==> src/rtl/chunked_sub_pkg.sv <==
// Shared definitions for the chunked ripple-borrow subtractor: FSM encoding
// and chunk-count helpers used to size the datapath.
package chunked_sub_pkg;

    typedef enum logic [1:0] {
        ST_IDLE = 2'd0,
        ST_BUSY = 2'd1,
        ST_DONE = 2'd2
    } state_t;

    function automatic int num_chunks(input int n, input int w);
        return n / w;
    endfunction

    function automatic int idx_width(input int k);
        return $clog2(k) + 1;
    endfunction

endpackage

==> src/rtl/chunked_sub_if.sv <==
// Operand/result handshake bundle for chunked_sub. The master side supplies
// operands and consumes results; the slave side is the subtractor.
interface chunked_sub_if #(
    parameter int N = 32
) ();

    logic         in_valid;
    logic         in_ready;
    logic [N-1:0] a;
    logic [N-1:0] b;
    logic         bin;
    logic         out_valid;
    logic         out_ready;
    logic [N-1:0] diff;
    logic         bout;
    logic         ovf;

    modport master (
        output in_valid, a, b, bin, out_ready,
        input  in_ready, out_valid, diff, bout, ovf
    );

    modport slave (
        input  in_valid, a, b, bin, out_ready,
        output in_ready, out_valid, diff, bout, ovf
    );

endinterface

==> src/rtl/chunked_sub_sub_chunk.sv <==
// Combinational W-bit ripple-borrow slice: {o_bo, o_d} = i_x - i_y - i_bi.
module sub_chunk #(
    parameter int W = 8
) (
    input  logic [W-1:0] i_x,
    input  logic [W-1:0] i_y,
    input  logic         i_bi,
    output logic [W-1:0] o_d,
    output logic         o_bo
);

    always_comb begin
        logic w_b;
        // NOTE: blocking assignments here model the borrow rippling bit by bit;
        // every output gets a default first so no latch is inferred.
        w_b = i_bi;
        o_d = '0;
        for (int i = 0; i < W; i++) begin
            o_d[i] = i_x[i] ^ i_y[i] ^ w_b;
            w_b    = (~i_x[i] & i_y[i]) | (~(i_x[i] ^ i_y[i]) & w_b);
        end
        o_bo = w_b;
    end

endmodule

==> src/rtl/chunked_sub.sv <==
// Multi-cycle subtractor: one shared W-bit borrow slice walks the K chunks of
// the registered operands, carrying the borrow in a register between cycles.
module chunked_sub
    import chunked_sub_pkg::*;
#(
    parameter int N = 32,
    parameter int W = 8
) (
    input  logic           clk,
    input  logic           rst,
    chunked_sub_if.slave   io_bus
);

    localparam int K    = num_chunks(N, W);
    localparam int IDXW = idx_width(K);
    localparam int SELW = (K > 1) ? $clog2(K) : 1;

    generate
        if (N % W != 0) begin : g_bad_width
            $error("chunked_sub: N must be a multiple of W");
        end
    endgenerate

    state_t               r_state;
    logic [K-1:0][W-1:0]  r_a;
    logic [K-1:0][W-1:0]  r_b;
    logic [K-1:0][W-1:0]  r_diff;
    logic                 r_brw;
    logic [IDXW-1:0]      r_idx;
    logic                 r_out_valid;
    logic                 r_bout;
    logic                 r_ovf;

    logic [SELW-1:0]      w_sel;
    logic                 w_last;
    logic                 w_accept;
    logic [W-1:0]         w_d;
    logic                 w_bo;

    assign w_sel    = r_idx[SELW-1:0];
    assign w_last   = (r_idx == IDXW'(K - 1));
    assign w_accept = io_bus.in_valid & io_bus.in_ready;

    sub_chunk #(.W(W)) u_sub_chunk (
        .i_x  (r_a[w_sel]),
        .i_y  (r_b[w_sel]),
        .i_bi (r_brw),
        .o_d  (w_d),
        .o_bo (w_bo)
    );

    // NOTE: operand registers carry no reset; they are only read in BUSY,
    // which is reachable solely through a capture that overwrites them.
    always_ff @(posedge clk) begin
        if (w_accept) begin
            r_a <= io_bus.a;
            r_b <= io_bus.b;
        end
    end

    always_ff @(posedge clk) begin
        if (rst) begin
            r_state     <= ST_IDLE;
            r_out_valid <= 1'b0;
            r_diff      <= '0;
            r_bout      <= 1'b0;
            r_ovf       <= 1'b0;
            r_idx       <= '0;
            r_brw       <= 1'b0;
        end else begin
            case (r_state)
                ST_IDLE: begin
                    if (io_bus.in_valid) begin
                        r_brw   <= io_bus.bin;
                        r_idx   <= '0;
                        r_state <= ST_BUSY;
                    end
                end
                ST_BUSY: begin
                    r_diff[w_sel] <= w_d;
                    r_brw         <= w_bo;
                    r_idx         <= r_idx + IDXW'(1);
                    if (w_last) begin
                        // Overflow uses the sign of the final diff, i.e. the top bit of this slice.
                        r_bout      <= w_bo;
                        r_ovf       <= (r_a[K-1][W-1] ^ r_b[K-1][W-1])
                                     & (r_a[K-1][W-1] ^ w_d[W-1]);
                        r_out_valid <= 1'b1;
                        r_state     <= ST_DONE;
                    end
                end
                ST_DONE: begin
                    if (io_bus.out_ready) begin
                        r_out_valid <= 1'b0;
                        r_state     <= ST_IDLE;
                    end
                end
                default: r_state <= ST_IDLE;
            endcase
        end
    end

    assign io_bus.in_ready  = (r_state == ST_IDLE) & ~rst;
    assign io_bus.out_valid = r_out_valid;
    assign io_bus.diff      = r_diff;
    assign io_bus.bout      = r_bout;
    assign io_bus.ovf       = r_ovf;

endmodule

==> src/flat_wrapper.sv <==
// flat-port wrapper written by rule: the top's interface ports become plain ports
module chunked_sub_flat import chunked_sub_pkg::*;
#(
    parameter int N = 32,
    parameter int W = 8
)
  (clk, rst, io_bus_in_valid, io_bus_a, io_bus_b, io_bus_bin, io_bus_out_ready, io_bus_in_ready, io_bus_out_valid, io_bus_diff, io_bus_bout, io_bus_ovf);
  chunked_sub_if #(.N(N)) io_bus_i ();
  input  logic clk;
  input  logic rst;
  input wire logic [$bits(io_bus_i.in_valid)-1:0] io_bus_in_valid;
  input wire logic [$bits(io_bus_i.a)-1:0] io_bus_a;
  input wire logic [$bits(io_bus_i.b)-1:0] io_bus_b;
  input wire logic [$bits(io_bus_i.bin)-1:0] io_bus_bin;
  input wire logic [$bits(io_bus_i.out_ready)-1:0] io_bus_out_ready;
  output wire logic [$bits(io_bus_i.in_ready)-1:0] io_bus_in_ready;
  output wire logic [$bits(io_bus_i.out_valid)-1:0] io_bus_out_valid;
  output wire logic [$bits(io_bus_i.diff)-1:0] io_bus_diff;
  output wire logic [$bits(io_bus_i.bout)-1:0] io_bus_bout;
  output wire logic [$bits(io_bus_i.ovf)-1:0] io_bus_ovf;
  assign io_bus_i.in_valid = io_bus_in_valid;
  assign io_bus_i.a = io_bus_a;
  assign io_bus_i.b = io_bus_b;
  assign io_bus_i.bin = io_bus_bin;
  assign io_bus_i.out_ready = io_bus_out_ready;
  assign io_bus_in_ready = io_bus_i.in_ready;
  assign io_bus_out_valid = io_bus_i.out_valid;
  assign io_bus_diff = io_bus_i.diff;
  assign io_bus_bout = io_bus_i.bout;
  assign io_bus_ovf = io_bus_i.ovf;
  chunked_sub #(.N(N), .W(W)) u_core (.clk(clk), .rst(rst), .io_bus(io_bus_i));
endmodule
==> config.mk <==
export PLATFORM = sky130hd
export DESIGN_NAME = chunked_sub_flat
export DESIGN_NICKNAME = d
export VERILOG_FILES = /design/src/rtl/chunked_sub_pkg.sv /design/src/rtl/chunked_sub_if.sv /design/src/rtl/chunked_sub_sub_chunk.sv /design/src/rtl/chunked_sub.sv /design/src/flat_wrapper.sv
export SDC_FILE = /design/constraint.sdc
export NUM_CORES = 1
export LEC_CHECK = 0
export BUFFER_PORTS_ARGS = -buffer_cell sky130_fd_sc_hd__buf_2
export CORE_ASPECT_RATIO = 1.2
export CORE_MARGIN = 2
export CORE_UTILIZATION = 40
export CTS_CLUSTER_DIAMETER = 30
export DETAILED_ROUTE_END_ITERATION = 16
export SLEW_MARGIN = 20
export SYNTH_ARGS = -nofsm -noshare
export SYNTH_HDL_FRONTEND = slang
export SYNTH_SLANG_ARGS = --single-unit
export TNS_END_PERCENT = 20
==> constraint.sdc <==
create_clock -name clk -period 5.7 [get_ports clk]
set_input_delay 1.14 -clock clk [delete_from_list [all_inputs] [get_ports clk]]
set_output_delay 1.14 -clock clk [all_outputs]
set_load 0.01 [all_outputs]
==> summary.md <==
| Metric | Value |
|---|---|
| Status | `finished clean` |
| First-pass GRT wire length | `12500 µm` |
| Final RePlAce weighted congestion | `0.776` |
| Final worst path period share | `0.880` |
| Cell type with the largest total area after synthesis | `edfxtp_1` |
| Num rows | `41` |
| Total GRT Usage | `0.144` |
| Worst Setup Start Kind | `flip-flop` |
| Maximum clock path buffer count | `2` |
| Total negative slack | `0 ns` |
| Hold crit path type | `flip-flop to flip-flop` |
| Initial antenna violation count | `0` |
| Ports | `105` |
| CP arrival | `5.25 ns` |
| Top cell type's share of synthesized area | `0.456` |
| Die Area | `0.0114 mm²` |
| Syn_nets | `352` |
| Crit. End Element | `flip-flop` |
| Final setup viols | `0` |
| WHS Path Cells | `2` |
| R2R Path Start | `u_core.r_idx[0]` |
| Worst hold start | `u_core.io_bus.out_valid` |
| Clock Skews | `0.00815 ns` |
| Die W | `97.7 µm` |
| Num CTS Buffers | `9` |
| Crit Path Max Fanout | `6` |
| CP Class | `flip-flop to flip-flop` |
| Min Hold Slack | `0.472 ns` |
| Async SR Flop Fraction | `0` |
| HPWL Detailed | `5660 µm` |
| H-tree levels | `3` |
| Synth Register Bits | `105` |
| Port Buf Inserts | `104` |
| Max-slew headroom | `0.397` |
| Layout area overhead | `19.3%` |
| Total gr overflow | `0` |
| # nets final | `450` |
| Unrepaired setup endpoints after global routing | `no` |
| Die H | `116 µm` |
| Final Hold Fails | `0` |
| Core Region | `0.0104 mm²` |
| Top cells by count, synth | `edfxtp_1 (64), dfxtp_1 (41), nor2_1 (32)` |
| Pin count of the biggest net entering global routing | `43` |
| Reg2Reg Depth | `15` |
| Synth Instances | `270` |
| FF+latch area | `0.00274 mm²` |
| Starting Density | `0.405` |
| Area of the multi-input gates | `0.00122 mm²` |
| Slew Viols, Final | `0` |
| Synth cell types | `31` |
| Remaining DRCs | `0` |
| Syn avg cell area | `15.6 µm²` |
| PD cells | `334 mW/mm²` |
| Setup Fix Bufs, Post-CTS | `0` |
| Vias per inst | `4.80` |
| EDFF count, synth | `64` |
| VDD IR max | `185 µV` |
| CTS tree | `done` |
| Final WL | `7730 µm` |
| ANT cells | `0` |
| Cts hold-fix bufs | `0` |
| Worst-Margin Slew | `0.904 ns` |
| FILL cells | `919` |
| Finished Cell Area | `0.00503 mm²` |
| Hold Path Sink | `u_core.io_bus.out_valid` |
| First-pass DRT Iterations | `4` |
| DR WL/cell | `15.4 µm` |
| CTS clock-pin slew for the worst setup and hold paths | `0.06 ns` |
| R2R Path End | `u_core.io_bus.ovf` |
| Maxcap violations | `0` |
| Req. time, crit path | `5.93 ns` |
| Post_cts resized | `0` |
| Yosys Warn Count | `0` |
| LEAKAGE | `1.95 nW` |
| Ratio of cells with drive above 1 in the final layout | `0.378` |
| Top-count cell post-synth | `edfxtp_1` |
| Minimum clock period after layout | `5.02 ns` |
| Max Fclk | `199 MHz` |
| Remaining antenna violation count | `0` |
| Root Driver | `clkbuf_16` |
| Total clock sinks | `105` |
| Via count | `2410` |
| Worst skew pair latency | `0.34 ns` |
| DRT iter0 DRCs | `111` |
| Ys flop type | `edfxtp_1` |
| Syn Std Cell Area | `0.00422 mm²` |
| Vias in the first global route | `2336` |
| Placed Area | `0.00472 mm²` |
| Register area share after synthesis | `0.650` |
| Setup slack, reg-to-reg | `0.68 ns` |
| Largest cells by area after synthesis | `edfxtp_1 (46%), dfxtp_1 (19%), mux4_2 (6.9%)` |
[worst max path at each step]
stage,end,startpoint,slack (ns),depth (start not counted)
floorplan,u_core.io_bus.ovf,u_core.r_idx[0],1.07,16
global placement,u_core.io_bus.ovf,u_core.r_idx[0],0.86,15
detailed placement,u_core.io_bus.ovf,u_core.r_idx[0],0.69,15
CTS,u_core.io_bus.ovf,u_core.r_idx[0],0.66,15
global route,u_core.io_bus.ovf,u_core.r_idx[0],0.41,15
finish,u_core.io_bus.ovf,u_core.r_idx[0],0.68,15
[per-layer routing]
metal  GRT usage  vias up  wire length (µm)
li1            -     1190                 -
met1       0.196     1122              3510
met2       0.217       84              3600
met3      0.0311       14               418
met4      0.0806        0               200
met5           0        -                 0
[cell usage in the layout (no fill, tap or decap), types with 4 or more instances in the layout]
| master | n |
|---|---|
| buf_2 | 104 |
| edfxtp_1 | 64 |
| dfxtp_1 | 41 |
| nor2_1 | 32 |
| a211oi_1 | 25 |
| inv_1 | 14 |
| mux4_2 | 13 |
| clkbuf_16 | 9 |
| mux2i_1 | 8 |
| a21oi_1 | 8 |
| fa_1 | 8 |
| nor2_2 | 6 |
| ha_1 | 5 |
| and3b_1 | 4 |
[registers in the layout, summed over array words and instances, names as in the netlist]
name                     cells
u_core.r_a                  32
u_core.io_bus.ovf            1
u_core.io_bus.bout           1
u_core.io_bus.out_valid      1
u_core.io_bus.diff          32
u_core.r_idx                 3
u_core.r_b                  32
u_core.r_state               2
u_core.r_brw                 1
[cells by family after synthesis]
group | Yosys count | share of synthesized area
DFF | 105 | 0.650
and+or+nand+nor | 53 | 0.0605
AOI/OAI and AO/OA | 41 | 0.0691
buffers and inverters | 34 | 0.0602
muxes | 24 | 0.107
adders and majority gates | 13 | 0.0528
[area by class of cell]
type,instances,area share
clock buffers,11,0.0462
clock inverters,5,0.0154
flip-flops and latches,105,0.545
multi-input cells,131,0.243
repair buffers,107,0.108
inverters,14,0.0104
well taps,129,0.0321
[power breakdown]
part | internal (W) | switching [W] | total, W
Sequential | 0.000841 | 0.0000153 | 0.000856
Combinational | 0.0000847 | 0.000102 | 0.000187
Clock | 0.000384 | 0.000256 | 0.000640
[critical path, cell delays in order (launching register included)]
cell,delay (ns)
dfxtp_1,0.52
mux4_2,0.54
inv_1,0.08
fa_1,0.16
inv_1,0.05
fa_1,0.40
fa_1,0.42
fa_1,0.39
fa_1,0.39
fa_1,0.40
fa_1,0.38
inv_1,0.09
fa_1,0.51
nor3b_1,0.24
a21oi_1,0.06
a311oi_1,0.29
[metrics by stage]
| stage | worst slack [ns] | std cells | util | total power (W) |
|---|---|---|---|---|
| 2_1_floorplan | 1.07 | 270 | - | 0.000997 |
| 3_3_place_gp | 0.858 | 486 | 0.453 | 0.00106 |
| 3_5_place_dp | 0.686 | 486 | 0.453 | 0.00106 |
| 4_1_cts | 0.661 | 502 | 0.483 | 0.00170 |
| 5_1_grt | 0.408 | 502 | 0.483 | 0.00176 |
| 6_report | 0.685 | 502 | 0.483 | 0.00168 |
(Power assumes the default switching activity.)
